**src/rtl/serpent_key_sched_ctrl.sv**
```systemverilog
`timescale 1ns/1ps
`default_nettype none
// ============================================================================
// Module   : serpent_key_sched_ctrl
// Purpose  : Sequences the shared Serpent key-schedule engine for the XTS
//            core. Arbitrates data-key (bank 0) and tweak-key (bank 1) load
//            requests round-robin, launches one schedule run at a time and
//            captures the 33 emitted 128-bit subkeys into the round-key RAM
//            at {bank, round}. Reports per-bank readiness and a sticky error
//            on timeout or short capture.
// Ports    : i_clk, i_rstn          - clock, async active-low reset
//            i_req_*/i_key_*/o_ack_* - requester handshakes (level req,
//                                      one-cycle ack, key sampled at ack)
//            o_ks_begin/o_ks_key     - engine start pulse and key
//            i_ks_subkey/address/valid - engine outputs
//            o_rk_we/addr/data       - round-key RAM write port
//            o_data_key_ready, o_tweak_key_ready, o_busy, o_error - status
// Revision : 1.0 - initial release
// ============================================================================
module serpent_key_sched_ctrl #(
    parameter int KS_TIMEOUT = 511
) (
    input  logic         i_clk,
    input  logic         i_rstn,
    input  logic         i_req_data,
    input  logic [255:0] i_key_data,
    output logic         o_ack_data,
    input  logic         i_req_tweak,
    input  logic [255:0] i_key_tweak,
    output logic         o_ack_tweak,
    output logic         o_ks_begin,
    output logic [255:0] o_ks_key,
    input  logic [127:0] i_ks_subkey,
    input  logic [5:0]   i_ks_address,
    input  logic         i_ks_subkey_valid,
    output logic         o_rk_we,
    output logic [6:0]   o_rk_addr,
    output logic [127:0] o_rk_data,
    output logic         o_data_key_ready,
    output logic         o_tweak_key_ready,
    output logic         o_busy,
    output logic         o_error
);

    localparam logic [9:0] c_TIMEOUT     = 10'(KS_TIMEOUT);
    localparam logic [5:0] c_NUM_SUBKEYS = 6'd33;
    localparam logic [5:0] c_LAST_ROUND  = 6'd32;
    localparam logic [5:0] c_ADDR_NONE   = 6'h3F;

    typedef enum logic [1:0] {
        ST_IDLE    = 2'd0,
        ST_START   = 2'd1,
        ST_COLLECT = 2'd2,
        ST_DONE    = 2'd3
    } state_t;

    state_t         state_q,      state_d;
    logic           last_grant_q, last_grant_d;  // 0 = data, 1 = tweak
    logic           bank_q,       bank_d;
    logic [255:0]   ks_key_q,     ks_key_d;
    logic [5:0]     prev_addr_q,  prev_addr_d;
    logic [5:0]     count_q,      count_d;
    logic [9:0]     timeout_q,    timeout_d;
    logic           seen_low_q,   seen_low_d;
    logic           rk_we_q,      rk_we_d;
    logic [6:0]     rk_addr_q,    rk_addr_d;
    logic [127:0]   rk_data_q,    rk_data_d;
    logic [1:0]     ready_q,      ready_d;
    logic           error_q,      error_d;

    logic           w_ack_data;
    logic           w_ack_tweak;
    logic           w_capture;

    // A new subkey is recognised by a change of the engine's round index;
    // indices beyond the last round are the engine's idle values.
    assign w_capture = (state_q == ST_COLLECT) &&
                       (i_ks_address <= c_LAST_ROUND) &&
                       (i_ks_address != prev_addr_q);

    always_comb begin
        state_d      = state_q;
        last_grant_d = last_grant_q;
        bank_d       = bank_q;
        ks_key_d     = ks_key_q;
        prev_addr_d  = prev_addr_q;
        count_d      = count_q;
        timeout_d    = timeout_q;
        seen_low_d   = seen_low_q;
        rk_we_d      = 1'b0;
        rk_addr_d    = rk_addr_q;
        rk_data_d    = rk_data_q;
        ready_d      = ready_q;
        error_d      = error_q;
        w_ack_data   = 1'b0;
        w_ack_tweak  = 1'b0;

        case (state_q)
            ST_IDLE: begin
                // Round-robin: on a tie, the bank not granted last time wins.
                if (i_req_data && (!i_req_tweak || last_grant_q)) begin
                    w_ack_data   = 1'b1;
                    ks_key_d     = i_key_data;
                    ready_d[0]   = 1'b0;
                    error_d      = 1'b0;
                    bank_d       = 1'b0;
                    last_grant_d = 1'b0;
                    state_d      = ST_START;
                end else if (i_req_tweak) begin
                    w_ack_tweak  = 1'b1;
                    ks_key_d     = i_key_tweak;
                    ready_d[1]   = 1'b0;
                    error_d      = 1'b0;
                    bank_d       = 1'b1;
                    last_grant_d = 1'b1;
                    state_d      = ST_START;
                end
            end

            ST_START: begin
                prev_addr_d = c_ADDR_NONE;
                count_d     = 6'd0;
                timeout_d   = 10'd0;
                seen_low_d  = 1'b0;
                state_d     = ST_COLLECT;
            end

            ST_COLLECT: begin
                timeout_d = timeout_q + 10'd1;
                if (!i_ks_subkey_valid) begin
                    seen_low_d = 1'b1;
                end
                if (w_capture) begin
                    rk_we_d     = 1'b1;
                    rk_addr_d   = {bank_q, i_ks_address};
                    rk_data_d   = i_ks_subkey;
                    prev_addr_d = i_ks_address;
                    if (count_q != c_NUM_SUBKEYS) begin
                        count_d = count_q + 6'd1;
                    end
                end
                // Valid is a level held from the previous run until the
                // engine sees begin, so only trust it after it was seen low.
                if (i_ks_subkey_valid && seen_low_q) begin
                    state_d = ST_DONE;
                end else if (timeout_d == c_TIMEOUT) begin
                    error_d = 1'b1;
                    state_d = ST_IDLE;
                end
            end

            ST_DONE: begin
                // The capture in the final COLLECT cycle is already counted.
                if (count_q == c_NUM_SUBKEYS) begin
                    ready_d[bank_q] = 1'b1;
                end else begin
                    error_d = 1'b1;
                end
                state_d = ST_IDLE;
            end

            default: begin
                state_d = ST_IDLE;
            end
        endcase
    end

    always_ff @(posedge i_clk or negedge i_rstn) begin
        if (!i_rstn) begin
            state_q      <= ST_IDLE;
            last_grant_q <= 1'b1;
            bank_q       <= 1'b0;
            ks_key_q     <= '0;
            prev_addr_q  <= c_ADDR_NONE;
            count_q      <= 6'd0;
            timeout_q    <= 10'd0;
            seen_low_q   <= 1'b0;
            rk_we_q      <= 1'b0;
            rk_addr_q    <= 7'd0;
            rk_data_q    <= '0;
            ready_q      <= 2'b00;
            error_q      <= 1'b0;
        end else begin
            state_q      <= state_d;
            last_grant_q <= last_grant_d;
            bank_q       <= bank_d;
            ks_key_q     <= ks_key_d;
            prev_addr_q  <= prev_addr_d;
            count_q      <= count_d;
            timeout_q    <= timeout_d;
            seen_low_q   <= seen_low_d;
            rk_we_q      <= rk_we_d;
            rk_addr_q    <= rk_addr_d;
            rk_data_q    <= rk_data_d;
            ready_q      <= ready_d;
            error_q      <= error_d;
        end
    end

    assign o_ack_data        = w_ack_data;
    assign o_ack_tweak       = w_ack_tweak;
    assign o_ks_begin        = (state_q == ST_START);
    assign o_ks_key          = ks_key_q;
    assign o_rk_we           = rk_we_q;
    assign o_rk_addr         = rk_addr_q;
    assign o_rk_data         = rk_data_q;
    assign o_data_key_ready  = ready_q[0];
    assign o_tweak_key_ready = ready_q[1];
    assign o_busy            = (state_q != ST_IDLE);
    assign o_error           = error_q;

endmodule
`default_nettype wire

```
**config.mk**
```make
export PLATFORM = sky130hd
export DESIGN_NAME = serpent_key_sched_ctrl
export DESIGN_NICKNAME = d
export VERILOG_FILES = /design/src/rtl/serpent_key_sched_ctrl.sv
export SDC_FILE = /design/constraint.sdc
export NUM_CORES = 1
export LEC_CHECK = 0
export CAP_MARGIN = 5
export CORE_AREA = 2 2 408 410
export DETAILED_ROUTE_END_ITERATION = 6
export DIE_AREA = 0 0 410 412
export PLACE_DENSITY = 0.3
export SETUP_SLACK_MARGIN = 0.05
export SYNTH_ARGS = -nofsm -noshare
export SYNTH_HDL_FRONTEND = slang
export SYNTH_SLANG_ARGS = --single-unit
export TNS_END_PERCENT = 10
```
**constraint.sdc**
```tcl
create_clock -name i_clk -period 3.1 [get_ports i_clk]
set_input_delay 0.93 -clock i_clk [delete_from_list [all_inputs] [get_ports i_clk]]
set_output_delay 0.93 -clock i_clk [all_outputs]
set_load 0.1 [all_outputs]
```
==> impl_summary.md <==
Status
The run finished with clean final reports.

Route
Once detail routing completed, the nets flagged for antenna violations numbered 0. The total wire length is 111 mm. The first detailed-routing pass ran for 4 iterations. The number of remaining DRC errors is 0.

Dividing the detail-routed via count by the number of cells gives about 3.3. The mean routed wirelength per cell is roughly 22 µm. The routed layout has between 15k and 20k vias.

The first routing iteration left between 600 and 700 violations.

GRT
For this run the aggregate overflow at the end of global routing stands at 0. The global routing met2 resource utilization is 22.2%. In the global route stage, met1 resource usage came out at around 15%.

The number of global-route vias before repair is around 17k. The maximum number of pins on one net before global-route repair is a little over 90. The number of antenna violations at the first check in global routing is 21.

The global-route track usage on met3 is about 3.6%. The first global-routing pass estimated roughly 150 mm of wire. After global routing, the most crowded layer is met2. The overall global routing resource usage is between 10% and 20%.

Final layout
The number of nets at the end of the flow is approximately 3.4k. The area used by sequential logic in the layout is 0.0106 mm². Of the cells placed in the final design, the portion with a size suffix greater than 1 is 27.2%.

Relative to the synthesized area, the layout overhead comes to 80.8%. In the layout the commonest cells are clkdlybuf4s50_1, buf_4, dfrtp_1, nand2_1, mux2i_1. The area used by multi-input combinational logic is about 0.0075 mm². The area of all placed cells without fillers is ~0.034 mm². The most common cell after layout, fill and taps aside is clkdlybuf4s50_1. The final-layout fill cell count is 18.0k.

Logic synthesis
The Yosys step of the flow raised 0 warnings. Synthesis instantiated just under 50 different standard cells from the library. The mapped netlist covers ~0.019 mm².

The post-synthesis average cell area is around 12 µm². The fraction of registers with async set or reset after synthesis is 100%. In the synthesized netlist the dominant register cell turns out to be dfrtp_1.

The net count after synthesis is approximately 2.3k. The flop and latch count out of synthesis is approximately 420. The share of the Yosys chip area taken by registers is 56.8%.

In the synthesized netlist, the number of instances is 1,615. Counting flops with a built-in enable in the synthesized netlist gives 0.

Critical path
The kind of cell with the highest combined delay along the critical path is buffers and inverters. The category of the critical setup timing path is in -> out. STA classifies the critical path startpoint as a primary input. The buffering stage count on the worst path with inverters included is 3. The critical path's slowest cell is clkdlybuf4s50_1. The required time reported for the critical path endpoint is 2170 ps. The largest fanout on the critical path is 3.

For the worst setup path, the data arrival time is roughly 2000 ps. Walking the worst path, the cells encountered are clkdlybuf4s50_1, o21a_4, nand2_2, clkinvlp_4, buf_12. In this design, the stage delay of the slowest critical-path cell is 560 ps.

STA classifies the critical path endpoint as a primary output.

Clocking
The clock sink count is 422. The number of setup buffers added after CTS is 0. The buffer cell driving the clock tree root is clkbuf_16. The TritonCTS clock tree is yes. The clock transition at the registers of the reported paths is ~60 ps. The clock latency of the later-clocked register in the worst-skew pair is about 640 ps. The total CTS buffers is just under 60. The clock tree synthesis step divided the H-tree into 2 levels. The cts-stage hold buffer count is 0.

In this run the deepest clock path goes through 3 buffers.

STA
In the finished design, the share of the clock period the worst path needs comes to ~95%. The relative slew slack is roughly 53%. The number of endpoints with negative hold slack in the final report is 0. The fmax is between 300 and 400 MHz. Setup violations remaining at the end of the flow were counted as 0. The number of slew-limit violations in the final report is 0.

Setup repair after global routing could not meet its margin everywhere. The worst path needs between 2000 and 3000 ps of the cycle, external delays included. The largest clock skew in the final design is approximately 13 ps. At the pin with the least slew margin, the transition time is 680 ps.

Place
In this run the tool buffered the top-level ports with roughly 1.0k buffer cells. Once placement finished, the instance area stood at about 0.032 mm². At the end of routability-driven placement, the weighted congestion stood at slightly above 0.8. Detailed placement ended at an HPWL of a little over 90 mm.

Run
The count of maximum capacitance violations is 0.

Die
The vertical die dimension is ~410 µm. The placeable core area is between 0.15 and 0.2 mm². Once the floorplan was initialized, standard cells occupied 11.3% of the core. In this run the core area contains 149 standard-cell rows.

The floorplan step defined a die boundary enclosing around 0.17 mm². The total I/O pin count is around 1.1k. The floorplan step set the die width to between 400 and 500 µm.

Worst hold path
The path class of the tightest hold or removal check is in -> async.
-- sequential cells by signal, summed over array words and instances (netlist names) --
name          cells
bank_q            1
count_q           6
last_grant_q      1
o_error           1
o_ks_key        256
o_rk_addr         7
o_rk_data       128
o_rk_we           1
prev_addr_q       6
ready_q           2
seen_low_q        1
state_q           2
timeout_q        10
-- worst register-to-register path: cells and delay by family, from the launching register on --
kind / cells / cell delay [ps]
compound gates: 2 / 210
buf+inv: 3 / 870
flops: 1 / 570
mux: 1 / 640
-- routing by layer --
layer / wire length, µm / share of wire, %
met5: 113 / 0.10
met4: 3550 / 3.2
met3: 7520 / 6.8
met2: 56000 / 50
met1: 43800 / 39
-- metrics by stage --
| step | hold WS (ps) | TNS [ps] | utilization, % | std cells | setup slack, ps |
|---|---|---|---|---|---|
| floorplan | 445 | 0 | - | 1615 | 56.9 |
| global placement | 466 | -20980 | 19.3 | 4858 | -190 |
| detailed placement | 471 | -18540 | 19.3 | 4858 | -239 |
| CTS | 120 | 0 | 20.5 | 4968 | 61.0 |
| global route | 152 | 0 | 20.5 | 4970 | 28.9 |
| finish | 175 | 0 | 20.5 | 4975 | 146 |
-- path summary, 6_finish.rpt --
path,from,endpoint,slack [ps],cells after the start
min in group i_clk,o_ks_key[96]$_DFFE_PN0P_,o_ks_key[96]$_DFFE_PN0P_,480,2
setup / recovery,i_req_data,o_ack_data,150,5
hold reg to reg,o_ks_key[96]$_DFFE_PN0P_,o_ks_key[96]$_DFFE_PN0P_,480,2
max in group asynchronous,i_rstn,o_ks_key[232]$_DFFE_PN0P_,1940,3
setup reg to reg,last_grant_q$_DFFE_PN1P_,o_ks_key[171]$_DFFE_PN0P_,690,6
hold / removal,i_rstn,o_ks_key[116]$_DFFE_PN0P_,180,1
-- cells by family (layout without fill, tap and decap cells) --
family | count (synthesis) | in the layout | synth area share [%]
AOI/OAI and AO/OA | 311 | 311 | 8.86
xor gates and xnor gates | 8 | 8 | 0.376
adders and majority gates | 8 | 8 | 0.538
buffers and inverters | 131 | 1295 | 2.93
DFF | 422 | 422 | 56.8
muxes | 406 | 406 | 23.4
other | 0 | 7 | 0
and+or+nand+nor | 329 | 329 | 7.16
-- cell usage after synthesis (6+ instances only) --
master	count	area share [%]
dfrtp_1	415	56
nand2_1	279	5.6
mux2i_1	269	14
o21ai_0	264	7.1
mux2_2	100	6.0
clkbuf_1	75	1.5
mux2_4	30	2.4
buf_1	20	0.40
inv_1	18	0.36
a21oi_1	16	0.43
buf_2	13	0.35
nand3_1	10	0.27
nor3_1	9	0.24
ha_1	8	0.54
dfstp_2	7	0.99
mux2_1	7	0.42
nor2_1	7	0.14
xnor2_1	6	0.28
-- area by class of cell --
class	instances	area share (%)
diodes	7	0.0521
clock buffers	100	5.50
clock inverters	10	0.376
inverters	18	0.212
multi-input cells	1062	22.4
flip-flops and latches	422	31.4
well taps	2189	8.14
repair buffers	1167	31.9
-- timing repair --
| action | 4_1_cts | 5_1_grt |
|---|---|---|
| gates resized for setup | 2 | 4 |
| setup endpoints to repair | 1 | 3 |
| hold endpoints to repair | 0 | 0 |
Power is left out: the tool's default activity adds up to more than one toggle a clock period on the data nets, which glitch-free logic cannot reach.
